[src/rtl/pinaipple_bus_xbar_pkg.sv]
// rtl/pinaipple_bus_xbar_pkg.sv - shared types, default address map and helpers for the data-bus crossbar
// Contents:
//   bus_device_e      device index names for the default SoC map
//   DEV_BASE_DEFAULT  per-device base address (RAM, GPIO, UART, TIMER)
//   DEV_MASK_DEFAULT  per-device decode mask; hit = (addr & mask) == base
//   host_idx_w()      width of a host index (at least one bit)
package pinaipple_bus_pkg;

    typedef enum logic [1:0] {
        BUS_DEV_RAM   = 2'd0,
        BUS_DEV_GPIO  = 2'd1,
        BUS_DEV_UART  = 2'd2,
        BUS_DEV_TIMER = 2'd3
    } bus_device_e;

    localparam int unsigned DEFAULT_NBR_DEVICES = 4;

    // Element [0] is the rightmost entry of each concatenation.
    localparam logic [DEFAULT_NBR_DEVICES-1:0][31:0] DEV_BASE_DEFAULT = {
        32'h8000_2000,  // TIMER
        32'h8000_1000,  // UART
        32'h8000_0000,  // GPIO
        32'h0010_0000   // RAM
    };

    localparam logic [DEFAULT_NBR_DEVICES-1:0][31:0] DEV_MASK_DEFAULT = {
        32'hFFFF_F000,
        32'hFFFF_F000,
        32'hFFFF_F000,
        32'hFFFF_0000
    };

    function automatic int unsigned host_idx_w(input int unsigned nbr_hosts);
        return (nbr_hosts == 1) ? 1 : $clog2(nbr_hosts);
    endfunction

endpackage

[src/rtl/pinaipple_bus_xbar_if.sv]
// rtl/pinaipple_bus_xbar_if.sv - host/device bus bundle for the crossbar
// Signals keep the crossbar's point of view in their suffixes (_i into the crossbar, _o out of it).
//   host_*  : LSU-style req/gnt/rvalid per host
//   dev_*   : peripheral req/rvalid per device
// Modports:
//   slave   : the crossbar itself
//   master  : the surrounding hosts and devices
interface pinaipple_bus_xbar_if #(
    parameter int unsigned NbrHosts     = 2,
    parameter int unsigned NbrDevices   = 4,
    parameter int unsigned DataWidth    = 32,
    parameter int unsigned AddrWidth    = 32,
    parameter int unsigned DevAddrWidth = 12
);

    logic [NbrHosts-1:0]                        host_req_i;
    logic [NbrHosts-1:0]                        host_gnt_o;
    logic [NbrHosts-1:0]                        host_we_i;
    logic [NbrHosts-1:0][DataWidth/8-1:0]       host_be_i;
    logic [NbrHosts-1:0][AddrWidth-1:0]         host_addr_i;
    logic [NbrHosts-1:0][DataWidth-1:0]         host_wdata_i;
    logic [NbrHosts-1:0]                        host_rvalid_o;
    logic [NbrHosts-1:0][DataWidth-1:0]         host_rdata_o;
    logic [NbrHosts-1:0]                        host_err_o;

    logic [NbrDevices-1:0]                      dev_req_o;
    logic [NbrDevices-1:0]                      dev_we_o;
    logic [NbrDevices-1:0][DataWidth/8-1:0]     dev_be_o;
    logic [NbrDevices-1:0][DevAddrWidth-1:0]    dev_addr_o;
    logic [NbrDevices-1:0][DataWidth-1:0]       dev_wdata_o;
    logic [NbrDevices-1:0]                      dev_rvalid_i;
    logic [NbrDevices-1:0][DataWidth-1:0]       dev_rdata_i;
    logic [NbrDevices-1:0]                      dev_err_i;

    modport slave (
        input  host_req_i, host_we_i, host_be_i, host_addr_i, host_wdata_i,
        output host_gnt_o, host_rvalid_o, host_rdata_o, host_err_o,
        output dev_req_o, dev_we_o, dev_be_o, dev_addr_o, dev_wdata_o,
        input  dev_rvalid_i, dev_rdata_i, dev_err_i
    );

    modport master (
        output host_req_i, host_we_i, host_be_i, host_addr_i, host_wdata_i,
        input  host_gnt_o, host_rvalid_o, host_rdata_o, host_err_o,
        input  dev_req_o, dev_we_o, dev_be_o, dev_addr_o, dev_wdata_o,
        output dev_rvalid_i, dev_rdata_i, dev_err_i
    );

endinterface

[src/rtl/pinaipple_id_fifo.sv]
// rtl/pinaipple_id_fifo.sv - small synchronous FIFO holding host ids of in-flight device requests
// Ports:
//   clk_i, rst_ni  clock, synchronous active-low reset (empties the FIFO)
//   push_i/data_i  write an entry; accepted when not full, or when a pop happens the same cycle
//   pop_i          remove the head entry; ignored when empty
//   full_o/empty_o occupancy flags
//   head_o         current head entry (valid when not empty)
module pinaipple_id_fifo #(
    parameter int unsigned Width = 1,
    parameter int unsigned Depth = 2
) (
    input  logic             clk_i,
    input  logic             rst_ni,
    input  logic             push_i,
    input  logic [Width-1:0] data_i,
    input  logic             pop_i,
    output logic             full_o,
    output logic             empty_o,
    output logic [Width-1:0] head_o
);

    localparam int unsigned PtrW = (Depth == 1) ? 1 : $clog2(Depth);
    localparam int unsigned CntW = $clog2(Depth + 1);

    logic [Depth-1:0][Width-1:0] mem_q, mem_d;
    logic [PtrW-1:0]             wr_ptr_q, wr_ptr_d;
    logic [PtrW-1:0]             rd_ptr_q, rd_ptr_d;
    logic [CntW-1:0]             cnt_q, cnt_d;
    logic                        do_push;
    logic                        do_pop;

    function automatic logic [PtrW-1:0] ptr_inc(input logic [PtrW-1:0] p);
        return (p == PtrW'(Depth - 1)) ? '0 : p + 1'b1;
    endfunction

    assign full_o  = (cnt_q == CntW'(Depth));
    assign empty_o = (cnt_q == '0);
    assign do_pop  = pop_i & ~empty_o;
    // A full FIFO may still take a push when its head leaves in the same cycle.
    assign do_push = push_i & (~full_o | do_pop);
    assign head_o  = mem_q[rd_ptr_q];

    always_comb begin
        mem_d    = mem_q;
        wr_ptr_d = wr_ptr_q;
        rd_ptr_d = rd_ptr_q;
        cnt_d    = cnt_q + CntW'(do_push) - CntW'(do_pop);
        if (do_push) begin
            mem_d[wr_ptr_q] = data_i;
            wr_ptr_d        = ptr_inc(wr_ptr_q);
        end
        if (do_pop) begin
            rd_ptr_d = ptr_inc(rd_ptr_q);
        end
    end

    always_ff @(posedge clk_i) begin
        if (!rst_ni) begin
            mem_q    <= '0;
            wr_ptr_q <= '0;
            rd_ptr_q <= '0;
            cnt_q    <= '0;
        end else begin
            mem_q    <= mem_d;
            wr_ptr_q <= wr_ptr_d;
            rd_ptr_q <= rd_ptr_d;
            cnt_q    <= cnt_d;
        end
    end

endmodule

[src/rtl/pinaipple_bus_xbar.sv]
// rtl/pinaipple_bus_xbar.sv - N-host x M-device data-bus crossbar with decode, round-robin arbitration and in-order responses
// Ports:
//   clk_i   system clock
//   rst_ni  synchronous active-low reset; drops everything in flight
//   bus     pinaipple_bus_xbar_if.slave: host req/gnt/rvalid side and device req/rvalid side
// Unmapped addresses go to an internal error target that answers one cycle after the grant.
module pinaipple_bus_xbar
    import pinaipple_bus_pkg::*;
#(
    parameter int unsigned NbrHosts       = 2,
    parameter int unsigned NbrDevices     = 4,
    parameter int unsigned DataWidth      = 32,
    parameter int unsigned AddrWidth      = 32,
    parameter int unsigned DevAddrWidth   = 12,
    parameter int unsigned MaxOutstanding = 2,
    parameter logic [NbrDevices-1:0][AddrWidth-1:0] DevBase = DEV_BASE_DEFAULT,
    parameter logic [NbrDevices-1:0][AddrWidth-1:0] DevMask = DEV_MASK_DEFAULT
) (
    input  logic                clk_i,
    input  logic                rst_ni,
    pinaipple_bus_xbar_if.slave bus
);

    localparam int unsigned HostIdxW = host_idx_w(NbrHosts);
    localparam int unsigned CntW     = $clog2(MaxOutstanding + 1);
    localparam int unsigned TgtW     = $clog2(NbrDevices + 1);
    // Targets 0..NbrDevices-1 are devices; index NbrDevices is the error target.
    localparam logic [TgtW-1:0] TgtErr = TgtW'(NbrDevices);

    logic [NbrHosts-1:0][TgtW-1:0]     tgt;
    logic [NbrDevices:0]               tgt_ready;
    logic [NbrHosts-1:0][CntW-1:0]     eff_cnt;
    logic [NbrHosts-1:0]               elig;
    logic [NbrHosts-1:0]               gnt;
    logic [NbrDevices-1:0]             dev_req;
    logic [NbrDevices-1:0][HostIdxW-1:0] win;
    logic [HostIdxW-1:0]               cand;

    logic [NbrHosts-1:0]               host_rvalid;
    logic [NbrHosts-1:0]               host_err;
    logic [NbrHosts-1:0][DataWidth-1:0] host_rdata;

    logic [NbrDevices-1:0]             fifo_pop;
    logic [NbrDevices-1:0]             fifo_full;
    logic [NbrDevices-1:0]             fifo_empty;
    logic [NbrDevices-1:0][HostIdxW-1:0] fifo_head;

    logic [NbrHosts-1:0][CntW-1:0]     out_cnt_q, out_cnt_d;
    logic [NbrHosts-1:0][TgtW-1:0]     last_tgt_q, last_tgt_d;
    logic [NbrHosts-1:0]               err_pend_q, err_pend_d;
    logic [NbrDevices-1:0][HostIdxW-1:0] ptr_q, ptr_d;

    // Address decode; scanning downwards lets the lowest-index hit win.
    always_comb begin
        tgt = '0;
        for (int h = 0; h < NbrHosts; h++) begin
            tgt[h] = TgtErr;
            for (int d = NbrDevices - 1; d >= 0; d--) begin
                if ((bus.host_addr_i[h] & DevMask[d]) == DevBase[d]) begin
                    tgt[h] = TgtW'(d);
                end
            end
        end
    end

    // Per-device id FIFOs remember which host each in-flight request belongs to.
    for (genvar d = 0; d < NbrDevices; d++) begin : g_dev
        assign fifo_pop[d] = bus.dev_rvalid_i[d] & ~fifo_empty[d];

        pinaipple_id_fifo #(
            .Width (HostIdxW),
            .Depth (MaxOutstanding)
        ) u_id_fifo (
            .clk_i   (clk_i),
            .rst_ni  (rst_ni),
            .push_i  (dev_req[d]),
            .data_i  (win[d]),
            .pop_i   (fifo_pop[d]),
            .full_o  (fifo_full[d]),
            .empty_o (fifo_empty[d]),
            .head_o  (fifo_head[d])
        );

        always_ff @(posedge clk_i) begin
            if (rst_ni && bus.dev_rvalid_i[d]) begin
                assert (!fifo_empty[d])
                    else $warning("device %0d response with no outstanding request dropped", d);
            end
        end
    end

    // Response routing: device responses go to the host at the FIFO head, error-target
    // responses come from the per-host pending flag.
    always_comb begin
        host_rvalid = '0;
        host_err    = '0;
        host_rdata  = '0;
        for (int h = 0; h < NbrHosts; h++) begin
            if (err_pend_q[h]) begin
                host_rvalid[h] = 1'b1;
                host_err[h]    = 1'b1;
            end
        end
        for (int d = 0; d < NbrDevices; d++) begin
            if (fifo_pop[d]) begin
                host_rvalid[fifo_head[d]] = 1'b1;
                host_err[fifo_head[d]]    = host_err[fifo_head[d]] | bus.dev_err_i[d];
                host_rdata[fifo_head[d]]  = host_rdata[fifo_head[d]] | bus.dev_rdata_i[d];
            end
        end
    end

    // A target can take a request when its FIFO has room or is draining this cycle.
    always_comb begin
        tgt_ready = '0;
        for (int d = 0; d < NbrDevices; d++) begin
            tgt_ready[d] = ~fifo_full[d] | bus.dev_rvalid_i[d];
        end
        tgt_ready[NbrDevices] = 1'b1;
    end

    // Host eligibility. The outstanding count is taken net of a response retiring this
    // cycle, so a host may be granted (and may switch target) in the same cycle its
    // last response returns. Switching target only with nothing outstanding keeps
    // every host's responses in request order.
    always_comb begin
        eff_cnt = '0;
        elig    = '0;
        for (int h = 0; h < NbrHosts; h++) begin
            eff_cnt[h] = out_cnt_q[h] - CntW'(host_rvalid[h]);
            elig[h]    = bus.host_req_i[h]
                       && (eff_cnt[h] < CntW'(MaxOutstanding))
                       && ((eff_cnt[h] == '0) || (last_tgt_q[h] == tgt[h]))
                       && tgt_ready[tgt[h]];
        end
    end

    // Round-robin per device starting at ptr_q; the error target needs no arbitration.
    always_comb begin
        gnt     = '0;
        dev_req = '0;
        win     = '0;
        ptr_d   = ptr_q;
        cand    = '0;
        for (int h = 0; h < NbrHosts; h++) begin
            if (elig[h] && (tgt[h] == TgtErr)) begin
                gnt[h] = 1'b1;
            end
        end
        for (int d = 0; d < NbrDevices; d++) begin
            cand = ptr_q[d];
            for (int i = 0; i < NbrHosts; i++) begin
                if (!dev_req[d] && elig[cand] && (tgt[cand] == TgtW'(d))) begin
                    dev_req[d] = 1'b1;
                    win[d]     = cand;
                    gnt[cand]  = 1'b1;
                end
                cand = (cand == HostIdxW'(NbrHosts - 1)) ? '0 : cand + 1'b1;
            end
            if (dev_req[d]) begin
                ptr_d[d] = (win[d] == HostIdxW'(NbrHosts - 1)) ? '0 : win[d] + 1'b1;
            end
        end
    end

    always_comb begin
        out_cnt_d  = out_cnt_q;
        last_tgt_d = last_tgt_q;
        err_pend_d = '0;
        for (int h = 0; h < NbrHosts; h++) begin
            out_cnt_d[h] = out_cnt_q[h] + CntW'(gnt[h]) - CntW'(host_rvalid[h]);
            if (gnt[h]) begin
                last_tgt_d[h] = tgt[h];
                err_pend_d[h] = (tgt[h] == TgtErr);
            end
        end
    end

    always_ff @(posedge clk_i) begin
        if (!rst_ni) begin
            out_cnt_q  <= '0;
            last_tgt_q <= '0;
            err_pend_q <= '0;
            ptr_q      <= '0;
        end else begin
            out_cnt_q  <= out_cnt_d;
            last_tgt_q <= last_tgt_d;
            err_pend_q <= err_pend_d;
            ptr_q      <= ptr_d;
        end
    end

    // Device-side fields follow the granted host and are zero when no request is issued.
    always_comb begin
        bus.dev_we_o    = '0;
        bus.dev_be_o    = '0;
        bus.dev_addr_o  = '0;
        bus.dev_wdata_o = '0;
        for (int d = 0; d < NbrDevices; d++) begin
            if (dev_req[d]) begin
                bus.dev_we_o[d]    = bus.host_we_i[win[d]];
                bus.dev_be_o[d]    = bus.host_be_i[win[d]];
                bus.dev_addr_o[d]  = bus.host_addr_i[win[d]][DevAddrWidth-1:0];
                bus.dev_wdata_o[d] = bus.host_wdata_i[win[d]];
            end
        end
    end

    assign bus.dev_req_o     = dev_req;
    assign bus.host_gnt_o    = gnt;
    assign bus.host_rvalid_o = host_rvalid;
    assign bus.host_err_o    = host_err;
    assign bus.host_rdata_o  = host_rdata;

endmodule

[src/flat_wrapper.sv]
// flat-port wrapper written by rule: the top's interface ports become plain ports
module pinaipple_bus_xbar_flat import pinaipple_bus_pkg::*;
#(
    parameter int unsigned NbrHosts       = 2,
    parameter int unsigned NbrDevices     = 4,
    parameter int unsigned DataWidth      = 32,
    parameter int unsigned AddrWidth      = 32,
    parameter int unsigned DevAddrWidth   = 12,
    parameter int unsigned MaxOutstanding = 2,
    parameter logic [NbrDevices-1:0][AddrWidth-1:0] DevBase = DEV_BASE_DEFAULT,
    parameter logic [NbrDevices-1:0][AddrWidth-1:0] DevMask = DEV_MASK_DEFAULT
)
  (clk_i, rst_ni, bus_host_req_i, bus_host_we_i, bus_host_be_i, bus_host_addr_i, bus_host_wdata_i, bus_host_gnt_o, bus_host_rvalid_o, bus_host_rdata_o, bus_host_err_o, bus_dev_req_o, bus_dev_we_o, bus_dev_be_o, bus_dev_addr_o, bus_dev_wdata_o, bus_dev_rvalid_i, bus_dev_rdata_i, bus_dev_err_i);
  pinaipple_bus_xbar_if #(.NbrHosts(NbrHosts), .NbrDevices(NbrDevices), .DataWidth(DataWidth), .AddrWidth(AddrWidth), .DevAddrWidth(DevAddrWidth)) bus_i ();
  input  logic clk_i;
  input  logic rst_ni;
  input wire logic [$bits(bus_i.host_req_i)-1:0] bus_host_req_i;
  input wire logic [$bits(bus_i.host_we_i)-1:0] bus_host_we_i;
  input wire logic [$bits(bus_i.host_be_i)-1:0] bus_host_be_i;
  input wire logic [$bits(bus_i.host_addr_i)-1:0] bus_host_addr_i;
  input wire logic [$bits(bus_i.host_wdata_i)-1:0] bus_host_wdata_i;
  output wire logic [$bits(bus_i.host_gnt_o)-1:0] bus_host_gnt_o;
  output wire logic [$bits(bus_i.host_rvalid_o)-1:0] bus_host_rvalid_o;
  output wire logic [$bits(bus_i.host_rdata_o)-1:0] bus_host_rdata_o;
  output wire logic [$bits(bus_i.host_err_o)-1:0] bus_host_err_o;
  output wire logic [$bits(bus_i.dev_req_o)-1:0] bus_dev_req_o;
  output wire logic [$bits(bus_i.dev_we_o)-1:0] bus_dev_we_o;
  output wire logic [$bits(bus_i.dev_be_o)-1:0] bus_dev_be_o;
  output wire logic [$bits(bus_i.dev_addr_o)-1:0] bus_dev_addr_o;
  output wire logic [$bits(bus_i.dev_wdata_o)-1:0] bus_dev_wdata_o;
  input wire logic [$bits(bus_i.dev_rvalid_i)-1:0] bus_dev_rvalid_i;
  input wire logic [$bits(bus_i.dev_rdata_i)-1:0] bus_dev_rdata_i;
  input wire logic [$bits(bus_i.dev_err_i)-1:0] bus_dev_err_i;
  assign bus_i.host_req_i = bus_host_req_i;
  assign bus_i.host_we_i = bus_host_we_i;
  assign bus_i.host_be_i = bus_host_be_i;
  assign bus_i.host_addr_i = bus_host_addr_i;
  assign bus_i.host_wdata_i = bus_host_wdata_i;
  assign bus_host_gnt_o = bus_i.host_gnt_o;
  assign bus_host_rvalid_o = bus_i.host_rvalid_o;
  assign bus_host_rdata_o = bus_i.host_rdata_o;
  assign bus_host_err_o = bus_i.host_err_o;
  assign bus_dev_req_o = bus_i.dev_req_o;
  assign bus_dev_we_o = bus_i.dev_we_o;
  assign bus_dev_be_o = bus_i.dev_be_o;
  assign bus_dev_addr_o = bus_i.dev_addr_o;
  assign bus_dev_wdata_o = bus_i.dev_wdata_o;
  assign bus_i.dev_rvalid_i = bus_dev_rvalid_i;
  assign bus_i.dev_rdata_i = bus_dev_rdata_i;
  assign bus_i.dev_err_i = bus_dev_err_i;
  pinaipple_bus_xbar #(.NbrHosts(NbrHosts), .NbrDevices(NbrDevices), .DataWidth(DataWidth), .AddrWidth(AddrWidth), .DevAddrWidth(DevAddrWidth), .MaxOutstanding(MaxOutstanding), .DevBase(DevBase), .DevMask(DevMask)) u_core (.clk_i(clk_i), .rst_ni(rst_ni), .bus(bus_i));
endmodule
[config.mk]
export PLATFORM = sky130hd
export DESIGN_NAME = pinaipple_bus_xbar_flat
export DESIGN_NICKNAME = d
export VERILOG_FILES = /design/src/rtl/pinaipple_bus_xbar_pkg.sv /design/src/rtl/pinaipple_bus_xbar_if.sv /design/src/rtl/pinaipple_id_fifo.sv /design/src/rtl/pinaipple_bus_xbar.sv /design/src/flat_wrapper.sv
export SDC_FILE = /design/constraint.sdc
export NUM_CORES = 1
export LEC_CHECK = 0
export ABC_CLOCK_PERIOD_IN_PS = 6400
export BUFFER_PORTS_ARGS = -buffer_cell sky130_fd_sc_hd__buf_2
export CORE_AREA = 5 5 211 213
export CTS_CLUSTER_SIZE = 25
export DETAILED_ROUTE_END_ITERATION = 8
export DIE_AREA = 0 0 216 218
export HOLD_SLACK_MARGIN = 0.15
export SYNTH_ARGS = -nofsm -noshare
export SYNTH_HDL_FRONTEND = slang
export SYNTH_SLANG_ARGS = --single-unit
[constraint.sdc]
create_clock -name clk_i -period 6.4 [get_ports clk_i]
set_input_delay 0.32 -clock clk_i [delete_from_list [all_inputs] [get_ports clk_i]]
set_output_delay 0.32 -clock clk_i [all_outputs]
set_load 0.01 [all_outputs]
* Yosys cells after proc, flatten, opt, wreduce, memory -nomap -nowiden
Cells that the tools add are included. W data, S select, Z words.
Storage, ports and cells: bits of input ports 278, bits in registers 40, logic and storage cells 449, output and inout bits 270
Operators by class: bitwise logic cells 49, add/sub/neg operators 30, eq/ne operators 22, muxes and demuxes 222, magnitude comparators 44, reduce and logical (&&, ||, !) cells 52
Operator list (number):
- $mux W32 | 23
- $mux W64 | 4
- $bwmux W64 | 3
- $mux W12 | 12
- $demux W32 S1 | 4
- $or A32 B32 Y32 | 4
- $eq A20 B20 Y1 const B | 6
- $mux W1 | 98
- $mux W3 | 24
- $and A64 B64 Y64 | 1
- $lt A1 B2 Y1 const B | 24
- $mux W4 | 12
- $logic_and A1 B1 Y1 | 36
- $eq A16 B5 Y1 const B | 2
- $mux W2 | 16
- $or A2 B2 Y2 | 12
- $add A1 B1 Y1 const B | 16
- $bwmux W2 | 8
- $demux W1 S1 | 16
- $ge A1 B1 Y1 const B | 16
- $sub A2 B1 Y2 | 8
- $add A2 B1 Y2 | 6
- $and A1 B1 Y1 | 12
- $eq A3 B2 Y1 const B | 4
- other kinds (14) | 52

* Logic depth before layout (Yosys ltp)
depth after elaboration 41, mapped depth 21, depth with buffers taken out 18

* Modules after synthesis
From an unflattened synthesis, not the netlist that was laid out.
Unflattened totals: cells, all modules 1067, area total of the unflattened synthesis 7021.7 um^2
By module, submodules not included:
- pinaipple_bus_xbar | area an instance 5710.5 um^2, cells an instance 931, times used 1
- pinaipple_id_fifo | area an instance 327.8 um^2, cells an instance 34, times used 4

* Worst setup path before layout
Ideal clock, no wire load.
path type register to register, start point register u_core.g_dev[3].u_id_fifo.rd_ptr_q, end point register u_core.g_dev[1].u_id_fifo.cnt_q[1], slack 1.817 ns, setup time 0.128 ns, buffers on the path 3, required time 6.272 ns, stages on the path, launching flop included 21, arrival 4.455 ns, path through dfxtp_1 -> mux2_2 -> nor2b_1 -> clkbuf_1 -> clkbuf_1 -> nor3_1 -> nand2_1 -> ha_1 -> inv_1 -> a21oi_1 -> a211o_1 -> a31oi_1 -> a211oi_1 -> a31oi_1 -> clkbuf_1 -> ha_1 -> inv_1 -> ha_1 -> xor2_1 -> xnor2_1 -> nor2_1
Between the ends: word-level cells in the longest chain between the ends 24, elaborated cells on any way between the ends 36, those cells by class add/sub (4); order compare (4); mux (11); bitwise (2); reduce/logical (15)
RTL lines:
- from (decl) | RTL line pinaipple_id_fifo.sv:27 | logic [PtrW-1:0] rd_ptr_q, rd_ptr_d;
- from (signal assigned) | RTL line pinaipple_id_fifo.sv:66 | rd_ptr_q <= rd_ptr_d;
- $mux W1 (implied by the code) (*) (2 in a row) | RTL line pinaipple_id_fifo.sv:41 | assign head_o = mem_q[rd_ptr_q];
- $lt A1 B2 Y1 (implied by the code) or $ge A1 B1 Y1 (tied branches) | RTL line pinaipple_bus_xbar.sv:106 | host_rvalid[fifo_head[d]] = 1'b1;
- $logic_and A1 B1 Y1 (implied by the code) | RTL line pinaipple_bus_xbar.sv:106
- $mux W1 (implied by the code) | RTL line pinaipple_bus_xbar.sv:106
- $demux W1 S1 (*)
- $or A2 B2 Y2 (no line) (*)
- $mux W2 (*) | RTL line pinaipple_bus_xbar.sv:105 | if (fifo_pop[d]) begin
- net bus_host_rvalid_o[1] | RTL line flat_wrapper.sv:23 | output wire logic [$bits(bus_i.host_rvalid_o)-1:0] bus_host_rvalid_o;
- (+7 left out)
- $logic_and A1 B1 Y1 | RTL line pinaipple_bus_xbar.sv:153 | if (!dev_req[d] && elig[cand] && (tgt[cand] == TgtW'(d))) begin
- $mux W1 | RTL line pinaipple_bus_xbar.sv:153
- $logic_not A1 Y1 | RTL line pinaipple_bus_xbar.sv:153
- $logic_and A1 B1 Y1 (2 in a row) | RTL line pinaipple_bus_xbar.sv:153
- $mux W1 (*) | RTL line pinaipple_bus_xbar.sv:153
- $and A1 B1 Y1 (*) | RTL line pinaipple_id_fifo.sv:40 | assign do_push = push_i & (~full_o | do_pop);
- $add A2 B1 Y2 (*) | RTL line pinaipple_id_fifo.sv:47 | cnt_d = cnt_q + CntW'(do_push) - CntW'(do_pop);
- $sub A2 B1 Y2 (*) | RTL line pinaipple_id_fifo.sv:47
- to (signal assigned) | RTL line pinaipple_id_fifo.sv:67 | cnt_q <= cnt_d;
- to (decl) | RTL line pinaipple_id_fifo.sv:28 | logic [CntW-1:0] cnt_q, cnt_d;
The timed path passes the listed nets; every way through them passes the cells marked *. The select of a mux whose other input is x is not followed. A chain may end at the register's enable or synchronous reset.

* Worst setup path in the final report
start point register u_core.g_dev[1].u_id_fifo.cnt_q[1], end point output port bus_dev_wdata_o[72]
Between the ends: word-level cells in the longest chain between the ends 24, elaborated cells on any way between the ends 44, those cells by class add/sub (2); order compare (2); eq/ne (1); mux (18); bitwise (6); reduce/logical (15)
RTL lines:
- $logic_not A2 Y1 | RTL line pinaipple_id_fifo.sv:37 | assign empty_o = (cnt_q == '0);
- $not A1 Y1 | RTL line pinaipple_bus_xbar.sv:68 | assign fifo_pop[d] = bus.dev_rvalid_i[d] & ~fifo_empty[d];
- $and A1 B1 Y1 | RTL line pinaipple_bus_xbar.sv:68
- $mux W2 | RTL line pinaipple_bus_xbar.sv:105
- $or A2 B2 Y2 (no line)
- $mux W2 | RTL line pinaipple_bus_xbar.sv:105
- $or A2 B2 Y2 (no line)
- $mux W2 | RTL line pinaipple_bus_xbar.sv:105
- (+5 left out)
- $mux W1 (implied by the code) (2 in a row) | RTL line pinaipple_bus_xbar.sv:153
- $logic_and A1 B1 Y1 | RTL line pinaipple_bus_xbar.sv:153
- $mux W1 | RTL line pinaipple_bus_xbar.sv:153
- $logic_not A1 Y1 | RTL line pinaipple_bus_xbar.sv:153
- $logic_and A1 B1 Y1 (2 in a row) | RTL line pinaipple_bus_xbar.sv:153
- $mux W1 | RTL line pinaipple_bus_xbar.sv:153
- $mux W32 (implied by the code) (2 in a row) | RTL line pinaipple_bus_xbar.sv:204 | bus.dev_wdata_o[d] = bus.host_wdata_i[win[d]];
- $mux W32 (*) | RTL line pinaipple_bus_xbar.sv:200 | if (dev_req[d]) begin
- to (decl) | RTL line flat_wrapper.sv:30 | output wire logic [$bits(bus_i.dev_wdata_o)-1:0] bus_dev_wdata_o;
Mark *: on every way between the ends. The rest lies on a longest branch, timed or not. The select of a mux whose other input is x is not followed.

==> flow_summary.yaml <==
run_status:
  status: "finished, final reports clean"
cells_and_area:
  nFillCells: 4837
  syn2layout_area_growth_pct: 46.8
  layout.nets: 2018
  layout-drive-gt1-share: 0.358
  post-route-util: 0.249
  stdcell_area_sq_mm: 0.0106
setup_path:
  path_max_fanout: 27
  cp_data_required_time_ns: 6.08
  r2r_start: "u_core.g_dev[3].u_id_fifo.cnt_q[1]"
  critPathLaunch: "u_core.g_dev[1].u_id_fifo.cnt_q[1]"
  regToRegSetupSlack_ns: 1.39
  cp_top_family: "compound AO/OA/AOI/OAI gates"
  cpMostUsedCell: "nand2_1"
  path_buf_inv: 2
  worstReg2RegEnd: "u_core.g_dev[2].u_id_fifo.cnt_q[1]"
  path_class: "reg2out"
  cp-end-kind: "output port"
  path_cells: "o21ai_0 -> nor2b_2 -> nor3_1 -> nand2_1 -> ha_1 -> xnor2_1 -> nand2_1 -> a31oi_1 -> and3_1 -> a311o_2 -> buf_4 -> nand2_1 -> a21oi_1 -> buf_2"
  cpMaxStageDelayCell: "and3_1"
  slowest_delay_ns: 0.89
  ff2ff_path_depth: 18
  crit_path_start_kind: "flip-flop"
  arrival_ns: 5.38
placement:
  dpl.hpwl_microns: 35700
  postPlaceCellArea_sq_mm: 0.0104
  globalplace.congestion: 1.01
  port_buffers: 547
power_and_ir_drop:
  leakagePower_nw: 5.67
  power_density_mw_per_mm2: 98.7
  irDropWorstVdd_mv: 0.139
cts:
  cts.sinks: 40
  clk_latency_ns: 0.29
  h-tree-depth: 2
  cts_root_buf: "clkbuf_16"
  clkSlewWorstSetupHoldPaths_ns: 0.06
  cts_setup_buffers: 0
  cts_buffers: 5
  postCtsHoldBufs: 0
  cts_resized: 0
  cts_tree: "done"
  clockBufferDepth: 2
hold_path:
  holdPathEnd: "u_core.g_dev[0].u_id_fifo.mem_q[0]"
  hold_path_class: "in2reg"
  hp-start: "rst_ni"
  whs_path_depth: 2
sta:
  max_freq_mhz: 176
  finClkSkew_ns: 0.0131
  slew_violations: 0
  slew_headroom: 0.320
  setup_viol: 0
  post-route-period-util: 0.890
  worst_slew_pin_slew_ns: 1.02
  finalSetupTns_ns: 0
  hold_violations: 0
  rsz0062_at_grt: "no"
  fin_crit_ns: 5.70
route:
  routed_wl_microns: 46200
  drt-pass1-iter-count: 6
  post_drt_wl_per_cell_microns: 20.3
  vias: 11700
  final_antenna_net_count: 0
  via_per_inst: 5.16
  drc: 0
  drt_first_iter_violations: 1487
global_routing:
  grt_pass1_vias: 11100
  overflow: 0
  antenna_found_initial: 7
  track_usage: 0.176
  grt_max_degree: 50
  grt_pass1_wl_microns: 66300
yosys:
  ys.flop_type: "dfxtp_1"
  syn-num-nets: 1546
  synth-edff-count: 0
  synthArstFlopShare: 0
  syn_area_per_cell_sq_um: 5.75
  ys_ff_latch: 40
  synth_cells: 1254
  yosys_warnings: 0
  ys_types: 72
  synth.cell_area_sq_mm: 0.00721
  yosysSeqAreaShare: 0.111
die:
  fp.dieW_microns: 216
  die_h_microns: 218
  pin_count: 548
  core_region_area_sq_mm: 0.0425
  core.rowCount: 76
  dieArea_sq_mm: 0.0471
  start_util: 0.170
run:
  maxCapViolations: 0
==> stage by stage <==
stage | cells | power, mW | hold WS [ns] | worst slack [ns]
2_1_floorplan | 1254 | 0.531 | 0.447 | 1.82
3_3_place_gp | 2265 | 0.739 | 0.460 | 1.12
3_5_place_dp | 2265 | 0.746 | 0.467 | 1.06
4_1_cts | 2273 | 1.05 | 0.446 | 0.736
5_1_grt | 2274 | 1.12 | 0.466 | 0.297
6_report | 2275 | 1.04 | 0.447 | 0.702
==> worst register-to-register path: stages (launching register included) <==
cell,delay (ns)
dfxtp_1,0.33
o21ai_0,0.48
nor2b_2,0.08
buf_4,0.27
nor3_1,0.24
nand2_1,0.12
ha_1,0.35
inv_1,0.23
a21oi_1,0.11
a211o_1,0.33
a31oi_1,0.45
a211oi_4,0.20
a22oi_2,0.74
ha_1,0.36
inv_1,0.06
ha_1,0.15
xor2_1,0.18
xnor2_1,0.14
nor2_1,0.05
==> cells in the final DEF, fill, tap and decap left out, drive strengths merged, types with 13 or more instances in the layout <==
cell type,instances
inv,26
buf,570
a22oi,132
nor3,17
xnor2,13
ha,14
o21ai,17
a21oi,213
nor2,42
dfxtp,40
nand2,477
==> cell type report <==
type                       count  area [sq um]  area share
clock inverter                 2          38.8     0.00367
timing repair buffer         570          2940       0.278
sequential                    40           801      0.0757
inverter                      26          97.6     0.00923
tap                          546           683      0.0646
clock buffer                   6           139      0.0131
multi-input combinational   1083          5880       0.556
antenna                        2          5.00    0.000473
==> metal layers <==
metal | routed length (microns) | vias to the layer above | track usage
li1 | - | 5359 | -
met1 | 18000 | 5463 | 0.221
met2 | 21900 | 818 | 0.300
met3 | 5000 | 96 | 0.0435
met4 | 1250 | 10 | 0.0530
met5 | 57 | - | 0
==> sequential cells by signal, indices dropped and copies added (netlist names) <==
signal	flops
u_core.last_tgt_q	6
u_core.g_dev.u_id_fifo.wr_ptr_q	4
u_core.ptr_q	4
u_core.out_cnt_q	4
u_core.g_dev.u_id_fifo.rd_ptr_q	4
u_core.g_dev.u_id_fifo.mem_q	8
u_core.err_pend_q	2
u_core.g_dev.u_id_fifo.cnt_q	8
==> worst max-delay path by stage <==
stage | depth (start not counted) | to
6_report | 14 | bus_dev_wdata_o[72]
3_5_place_dp | 14 | bus_dev_wdata_o[72]
2_1_floorplan | 20 | u_core.g_dev[1].u_id_fifo.cnt_q[1]
5_1_grt | 14 | bus_dev_wdata_o[72]
3_3_place_gp | 14 | bus_dev_wdata_o[72]
4_1_cts | 14 | bus_dev_wdata_o[72]
==> synth_stat cells (all sizes together) (4+ instances only) <==
cell	instances	share of area
ha	14	0.024
or3	5	0.0043
nor4	10	0.011
o211ai	7	0.0073
o21ai	17	0.012
mux2i	4	0.0056
nand3	10	0.0076
xnor2	13	0.016
a211oi	4	0.0059
buf	47	0.039
and2	10	0.0087
and3	5	0.0043
nand2	477	0.25
xor2	10	0.012
a21boi	5	0.0052
a311oi	4	0.0066
a31oi	6	0.0052
nor2b	8	0.0069
dfxtp	40	0.11
clkbuf	58	0.030
a22oi	132	0.14
nor2	42	0.022
a21oi	213	0.15
or4	4	0.0052
nor3b	5	0.0052
inv	26	0.014
nor3	17	0.012
nand4	9	0.0078
==> logic make-up after synthesis <==
group           Yosys count  share of synthesized area
flops                    40                      0.111
mux                       7                     0.0102
simple gates            617                      0.360
compound gates          422                      0.383
xor+xnor                 23                     0.0280
buf+inv                 131                     0.0825
fa+ha+maj                14                     0.0243
==> report_power, final <==
| part | switching [mW] | total, mW | leakage [nW] | internal [mW] |
|---|---|---|---|---|
| clock network | 0.102 | 0.298 | 0.0871 | 0.195 |
| logic | 0.295 | 0.458 | 5.26 | 0.163 |
| registers | 0.0180 | 0.288 | 0.324 | 0.270 |
No activity file was read; power rests on OpenSTA's default activity.
